<file path="src/rtl/trng_pkg.sv">
// trng_pkg: sequencer state encoding and default LFSR constants per supported width.
package trng_pkg;
  typedef enum logic [1:0] {IDLE, WARM, FILL, PRESENT} state_e;
  localparam logic [4:0] TAPS5 = 5'b10100;
  localparam logic [4:0] SEED5 = 5'b00001;
  localparam logic [7:0] TAPS8 = 8'b10111000;
  localparam logic [7:0] SEED8 = 8'b00000001;
endpackage

</file>
<file path="src/rtl/trng_lfsr_ctrl_lfsr_core.sv">
// lfsr_core: Fibonacci LFSR register with load, step and hold controls.
module lfsr_core #(
  parameter int BITS = 5,
  parameter logic [BITS-1:0] TAPS = 5'b10100,
  parameter logic [BITS-1:0] SEED = 5'b00001
) (
  input  logic            clk,
  input  logic            reset,
  input  logic            load_i,
  input  logic [BITS-1:0] load_val_i,
  input  logic            step_i,
  output logic [BITS-1:0] state_o,
  output logic            out_bit_o
);
  logic [BITS-1:0] state_q, state_d;
  always_comb state_d = load_i ? load_val_i : step_i ? {state_q[BITS-2:0], ^(state_q & TAPS)} : state_q;
  always_ff @(posedge clk) begin
    if (reset) state_q <= SEED;
    else state_q <= state_d;
  end
  assign state_o   = state_q;
  assign out_bit_o = state_q[BITS-1];
endmodule

</file>
<file path="src/rtl/trng_lfsr_ctrl.sv">
// trng_lfsr_ctrl: seeds and warms the LFSR, then packs its serial output into handshaked words.
module trng_lfsr_ctrl import trng_pkg::*; #(
  parameter int BITS = 5,
  parameter logic [BITS-1:0] TAPS = TAPS5,
  parameter logic [BITS-1:0] SEED = SEED5,
  parameter int WARMUP = 16,
  parameter int WORD = 5
) (
  input  logic            clk,
  input  logic            reset,
  input  logic            enable,
  input  logic            seed_load,
  input  logic [BITS-1:0] seed_in,
  input  logic            word_ready,
  output logic            word_valid,
  output logic [WORD-1:0] word,
  output logic            busy,
  output logic            seed_fault,
  output logic [BITS-1:0] lfsr_state
);
  localparam int WW = WARMUP > 0 ? $clog2(WARMUP + 1) : 1;
  localparam int BW = $clog2(WORD + 1);
  state_e state_q, state_d;
  logic [WW-1:0] warm_q, warm_d;
  logic [BW-1:0] bit_q, bit_d;
  logic [WORD-1:0] shift_q, shift_d, word_q, word_d;
  logic fault_q, fault_d, load, step, out_bit;
  logic [BITS-1:0] load_val;
  lfsr_core #(.BITS(BITS), .TAPS(TAPS), .SEED(SEED)) u_core (
    .clk(clk), .reset(reset), .load_i(load), .load_val_i(load_val),
    .step_i(step), .state_o(lfsr_state), .out_bit_o(out_bit)
  );
  always_comb begin
    state_d  = state_q;
    warm_d   = warm_q;
    bit_d    = bit_q;
    shift_d  = shift_q;
    word_d   = word_q;
    fault_d  = 1'b0;
    load     = 1'b0;
    step     = 1'b0;
    load_val = seed_in == '0 ? SEED : seed_in;
    case (state_q)
      IDLE: begin
        load    = seed_load;
        fault_d = seed_load && seed_in == '0;
        if (enable) begin
          state_d = WARMUP > 0 ? WARM : FILL;
          warm_d  = '0;
          bit_d   = '0;
        end
      end
      WARM: begin
        if (!enable) state_d = IDLE;
        else begin
          step   = 1'b1;
          warm_d = warm_q + 1'b1;
          if (warm_q == WW'(WARMUP - 1)) begin
            state_d = FILL;
            bit_d   = '0;
          end
        end
      end
      FILL: begin
        if (!enable) state_d = IDLE;
        else begin
          step    = 1'b1;
          shift_d = WORD'({shift_q, out_bit});
          bit_d   = bit_q + 1'b1;
          if (bit_q == BW'(WORD - 1)) begin
            state_d = PRESENT;
            word_d  = WORD'({shift_q, out_bit});
          end
        end
      end
      PRESENT: begin
        bit_d = '0;
        if (word_ready) state_d = enable ? FILL : IDLE;
      end
      default: state_d = IDLE;
    endcase
  end
  always_ff @(posedge clk) begin
    if (reset) begin
      state_q <= IDLE;
      warm_q  <= '0;
      bit_q   <= '0;
      shift_q <= '0;
      word_q  <= '0;
      fault_q <= 1'b0;
    end else begin
      state_q <= state_d;
      warm_q  <= warm_d;
      bit_q   <= bit_d;
      shift_q <= shift_d;
      word_q  <= word_d;
      fault_q <= fault_d;
    end
  end
  assign word_valid = state_q == PRESENT;
  assign busy       = state_q != IDLE;
  assign word       = word_q;
  assign seed_fault = fault_q;
endmodule
</file>
<file path="config.mk">
export PLATFORM = sky130hd
export DESIGN_NAME = trng_lfsr_ctrl
export DESIGN_NICKNAME = d
export VERILOG_FILES = /design/src/rtl/trng_pkg.sv /design/src/rtl/trng_lfsr_ctrl_lfsr_core.sv /design/src/rtl/trng_lfsr_ctrl.sv
export SDC_FILE = /design/constraint.sdc
export NUM_CORES = 1
export LEC_CHECK = 0
export ABC_AREA = 1
export CAP_MARGIN = 20
export CORE_ASPECT_RATIO = 0.75
export CORE_MARGIN = 5
export CORE_UTILIZATION = 43
export DETAILED_ROUTE_END_ITERATION = 10
export GPL_TIMING_DRIVEN = 1
export HOLD_SLACK_MARGIN = 0.1
export PLACE_DENSITY = 0.66
export SETUP_SLACK_MARGIN = 0.4
export SYNTH_ARGS = -nofsm -noshare
export SYNTH_HDL_FRONTEND = slang
export SYNTH_SLANG_ARGS = --single-unit
</file>
<file path="constraint.sdc">
create_clock -name clk -period 1.6 [get_ports clk]
set_input_delay 0.24 -clock clk [delete_from_list [all_inputs] [get_ports clk]]
set_output_delay 0.24 -clock clk [all_outputs]
set_load 0.02 [all_outputs]
</file>
# [After elaboration in Yosys (flattened, before gate mapping)]
# Index checks and enable logic that the tools add are counted.
[op_classes] addsub=2 eq_ne=12 mux=22 bitwise=1 reduce_logical=14
[ops] operator="5-bit two-way mux" count=5
[ops] operator="2-bit two-way mux" count=7
[ops] operator="3-bit two-way mux" count=4
[ops] operator="3-bit one-hot mux with 4 select lines" count=1
[ops] operator="2-bit != test (second input constant)" count=5
[ops] operator="5-bit one-hot mux with 2 select lines" count=1
[ops] operator="2-bit one-hot mux with 4 select lines" count=1
[ops] operator="4-bit AND reduction" count=2
[ops] operator="3-bit != test (second input constant)" count=2
[ops] operator="3-bit AND reduction" count=2
[ops] operator="2-bit nonzero test" count=3
[ops] operator="5-bit by 1-bit adder with 5-bit output (second input constant)" count=1
[ops] operator="5-bit by 4-bit equality test with 1-bit output (second input constant)" count=1
[ops] operator="5-bit logical NOT" count=1
[ops] operator="5-bit parity" count=1
[ops] operator="2-bit equality test (second input constant)" count=2
[ops] operator="2-bit OR reduction" count=2
[ops] operator="3-bit by 1-bit adder with 3-bit output (second input constant)" count=1
[ops] operator="3-bit equality test (second input constant)" count=1
[ops] operator="1-bit two-way mux" count=3
[ops] operator="2-bit by 1-bit equality test with 1-bit output (second input constant)" count=1
[ops] operator="2-bit logical NOT" count=1
[ops] operator="2-bit AND reduction" count=1
[ops] operator="1-bit logical AND" count=1
[ops] operator="1-bit NOT" count=1
[totals] regBits=25 output_inout_bits=13 word_cells=58

# [Longest topological paths before layout]
[depth] depth_word=5 depth_mapped=10

# [Hierarchy]
# From an unflattened synthesis, not the netlist that was laid out.
[unflattened] cells_unflattened=199 hier_area_um2=1360.1
[modules_own_cells] mod="trng_lfsr_ctrl" instances=1 cells_per_inst=159 area_each_um2=1108.6
[modules_own_cells] mod="lfsr_core" instances=1 cells_per_inst=40 area_each_um2=251.5

# [Worst setup path before layout]
# OpenSTA, ideal clock, no wires.
[synth_timing] kind="register -> register" from="reg warm_q[0]" to="reg bit_q[1]" setup_ps=117 t_arrival_ps=1233 required_ps=1483 slack_ps=250 stages_incl_launch_ff=11 path_buffers=0 cell_sequence="dfxtp_1 -> ha_1 -> and3_1 -> ha_1 -> inv_1 -> nand2_1 -> nand2_1 -> nor2_2 -> nand2_1 -> nand2_1 -> nor2_1"
[synth_via] elab_chain_cells=3
[synth_lines] item="start, declared" line="trng_lfsr_ctrl.sv:24" text="logic [WW-1:0] warm_q, warm_d;"
[synth_lines] item="start signal, assigned" line="trng_lfsr_ctrl.sv:93" text="warm_q <= warm_d;"
[synth_lines] item="5-bit by 4-bit equality test with 1-bit output" line="trng_lfsr_ctrl.sv:58" text="if (warm_q == WW'(WARMUP - 1)) begin"
[synth_lines] item="2-bit != test (no source line)"
[synth_lines] item="4-bit AND reduction (no source line)"
[synth_lines] item="end signal, assigned" line="trng_lfsr_ctrl.sv:94" text="bit_q <= bit_d;"
[synth_lines] item="end, declared" line="trng_lfsr_ctrl.sv:25" text="logic [BW-1:0] bit_q, bit_d;"
# No other way between the ends.
# A chain may end at the register's enable or synchronous reset.

# [Worst setup path after layout]
[layout_timing] from="reg warm_q[1]" to="reg bit_q[1]"
# Same word-level chain as after synthesis.

==> impl_metrics.ini <==
[cts]
cts_root_buffer = clkbuf_8
holdBufCountCts = 0
cts_buffers = 3
clockBufferDepth = 2
cts_tree = yes
h-tree-depth = 1
path_clk_slew_ns = 0.09
cts_num_sinks = 25
clock_latency_ns = 0.27

[global_route]
grt.overflow.total = 0
grt_pass1_wl_um = 5644
grtUsageTotal_pct = 16.87
grt_max_degree = 16
antenna_found_initial = 0
grt_pass1_vias = 1289

[final_layout]
multi_input_area_um2 = 873.3
fillers = 230
area_delta_synth_final_pct = 51.35
drive_gt1_share_pct = 39.47
final-seq-area_um2 = 509.2
final_nets = 248
diodes = 0

[critical_path]
critPathTopFamily = simple AND/OR/NAND/NOR gates
crit_path_start_kind = flip-flop
cp.arrival_ns = 1.53
path_buf_inv = 1
critPathKind = flip-flop to flip-flop
cp-end-kind = flip-flop
required_ns = 1.77
critical-path-slowest-cell = dfxtp_2
crit_chain = ha_4 -> and3_4 -> ha_4 -> inv_2 -> nand2_2 -> nand2_2 -> nor2_4 -> nand2_1 -> nand2_1 -> nor2_1
cp_max_fo = 3
worst-r2r-setup-slack_ns = 0.25
critPathMaxStageDelay_ns = 0.37

[power_and_ir_drop]
ir_worst_vdd_uv = 773.3
total_power_w = 0.002888
p_leak_nw = 0.8499
p_per_area_nw_per_um2 = 1472

[logic_synthesis]
synth.ff_latch_count = 25
synth_edf_count = 0
yosys.cell_types.count = 24
synth.cell_area_um2 = 1296
syn_avg_cell_area_um2 = 6.969
synth_top_area_cell = dfxtp_1
synth_common_cells = 45 x nand2_1, 29 x nor2_1, 25 x dfxtp_1, 21 x inv_1, 14 x a21oi_1
synth_area_leaders = dfxtp_1 39%, nand2_1 13%, ha_1 8.7%
synth_top_flop_cell = dfxtp_1
yosysTopAreaCellShare_pct = 38.61
synth.most_common_cell = nand2_1
synth_cells = 186
synth_warnings = 0
ys_async_sr_fraction_pct = 0
syn-num-nets = 205
ys_seq_area_share_pct = 38.61

[route]
drtIter0Drc = 56
vias = 1346
drt_wl_total_um = 3419
dr.pass1.iters = 4
drc = 0
vias_per_cell = 5.060
drt.antenna.violating_nets = 0
wire_per_inst_um = 12.85

[timing]
tns_ns = 0
tightestPinTransition_ns = 0.4622
finalHoldViolCount = 0
relSlewSlack_pct = 69.19
rsz0062_at_grt = yes
fin_crit_ns = 1.354
setup_viol = 0
max_freq_ghz = 0.7385
period_share_pct = 84.63
skew_ns = 0.004668
slew_violations = 0

[floorplan]
start_util_pct = 44.48
core_area_um2 = 2914
die_y_um = 57.55
rows = 17
dieArea_um2 = 4224
ios = 23
die_w_um = 73.40

[status]
status = finished, final reports clean

[place]
place.gp.congestion = 0.8286
dp_hpwl_um = 2212
portBuffers = 22

[run]
drv_cap = 0

[min_path]
hold_path_class = flip-flop to flip-flop
[stage by stage]
step	hold WS (ns)	utilization, %	worst slack (ns)	std cells	instance area [µm²]
3_3_place_gp	0.4525	55.05	0.04705	245	1604
4_1_cts	0.4652	62.43	0.2246	259	1819
3_5_place_dp	0.4518	55.05	0.007551	245	1604
6_report	0.4622	67.33	0.2459	266	1962
5_1_grt	0.4899	67.33	0.1665	266	1962
2_1_floorplan	0.4086	-	0.3314	186	1341
[worst paths after layout]
check                                        startpoint                    end  depth (start not counted)
worst max register to register   warm_q[1]$_SDFFE_PP0P_  bit_q[1]$_SDFFE_PP0P_                         10
worst min-delay path            shift_q[3]$_SDFFE_PP0P_   word[4]$_SDFFE_PP0P_                          2
worst min register to register  shift_q[3]$_SDFFE_PP0P_   word[4]$_SDFFE_PP0P_                          2
worst max-delay path             warm_q[1]$_SDFFE_PP0P_  bit_q[1]$_SDFFE_PP0P_                         10
[cells by family (layout without fill, tap and decap cells)]
kind of cell,count (synthesis),after routing,synth area share [%]
AO/OA/AOI/OAI,30,30,12.07
flip-flops,25,25,38.61
XOR/XNOR,2,2,1.352
AND/OR/NAND/NOR,92,92,30.21
adder cells (fa/ha/maj),9,9,8.687
buffers and inverters,28,70,9.073
[area by class of cell]
cell class | count | share of cell area (%)
Clock inverter | 1 | 0.2551
Multi-Input combinational cell | 133 | 44.52
Tap cell | 38 | 2.423
Sequential cell | 25 | 25.96
Clock buffer | 3 | 2.105
Timing Repair Buffer | 42 | 19.39
Inverter | 24 | 5.357
[placed cells by master, fill, tap and decap left out, types with 3 or more instances in the layout]
| cell | synthesis | layout |
|---|---|---|
| a21oi_2 | 0 | 4 |
| nand2_1 | 45 | 37 |
| clkbuf_2 | 0 | 4 |
| buf_4 | 1 | 12 |
| ha_1 | 9 | 3 |
| clkbuf_8 | 0 | 3 |
| nor2_1 | 29 | 25 |
| inv_4 | 0 | 4 |
| a21oi_1 | 14 | 10 |
| inv_2 | 3 | 6 |
| nand3_2 | 0 | 3 |
| clkdlybuf4s50_1 | 0 | 8 |
| inv_1 | 21 | 13 |
| clkdlybuf4s15_1 | 0 | 3 |
| buf_6 | 1 | 10 |
| o21ai_0 | 13 | 4 |
| nand2_2 | 3 | 8 |
| nand2_4 | 1 | 3 |
| clkdlybuf4s15_2 | 0 | 3 |
| dfxtp_2 | 0 | 7 |
| ha_4 | 0 | 6 |
| dfxtp_1 | 25 | 18 |
| o21ai_2 | 1 | 5 |
| o21ai_1 | 0 | 4 |
| nor2_2 | 1 | 4 |
[where the power goes]
part | internal [W] | total (W) | switching, W
clock | 0.000175 | 0.000384 | 0.000209
sequential | 0.000745 | 0.000853 | 0.000108
combinational | 0.000728 | 0.00165 | 0.000923
[worst register-to-register path: stages (launching register included)]
cell and delay, ns:
dfxtp_2 0.37, ha_4 0.14, and3_4 0.19, ha_4 0.13, inv_2 0.04, nand2_2 0.07, nand2_2 0.06, nor2_4 0.10
nand2_1 0.07, nand2_1 0.05, nor2_1 0.04
[routing by layer]
metal,up-vias,share of wire (%),track usage [%],routed length (µm)
met2,29,51,29.17,1727
met1,637,44,20.91,1499
met5,-,0,0,0
li1,671,-,-,-
met3,9,4.1,4.401,141
met4,0,1.5,3.876,50
[flip-flops by register name (all words and copies together), names as in the netlist]
signal,count
word,5
bit_q,3
seed_fault,1
warm_q,5
u_core.state_o,5
state_q,2
shift_q,4
[timing repair]
item | 4_1_cts | 5_1_grt
pin swaps | 15 | 17
gates resized for setup | 59 | 52
buffers inserted | 10 | 7
gates cloned | 0 | 0
setup endpoints to repair | 33 | 35
Note: power is estimated with default switching activity, not from simulation.
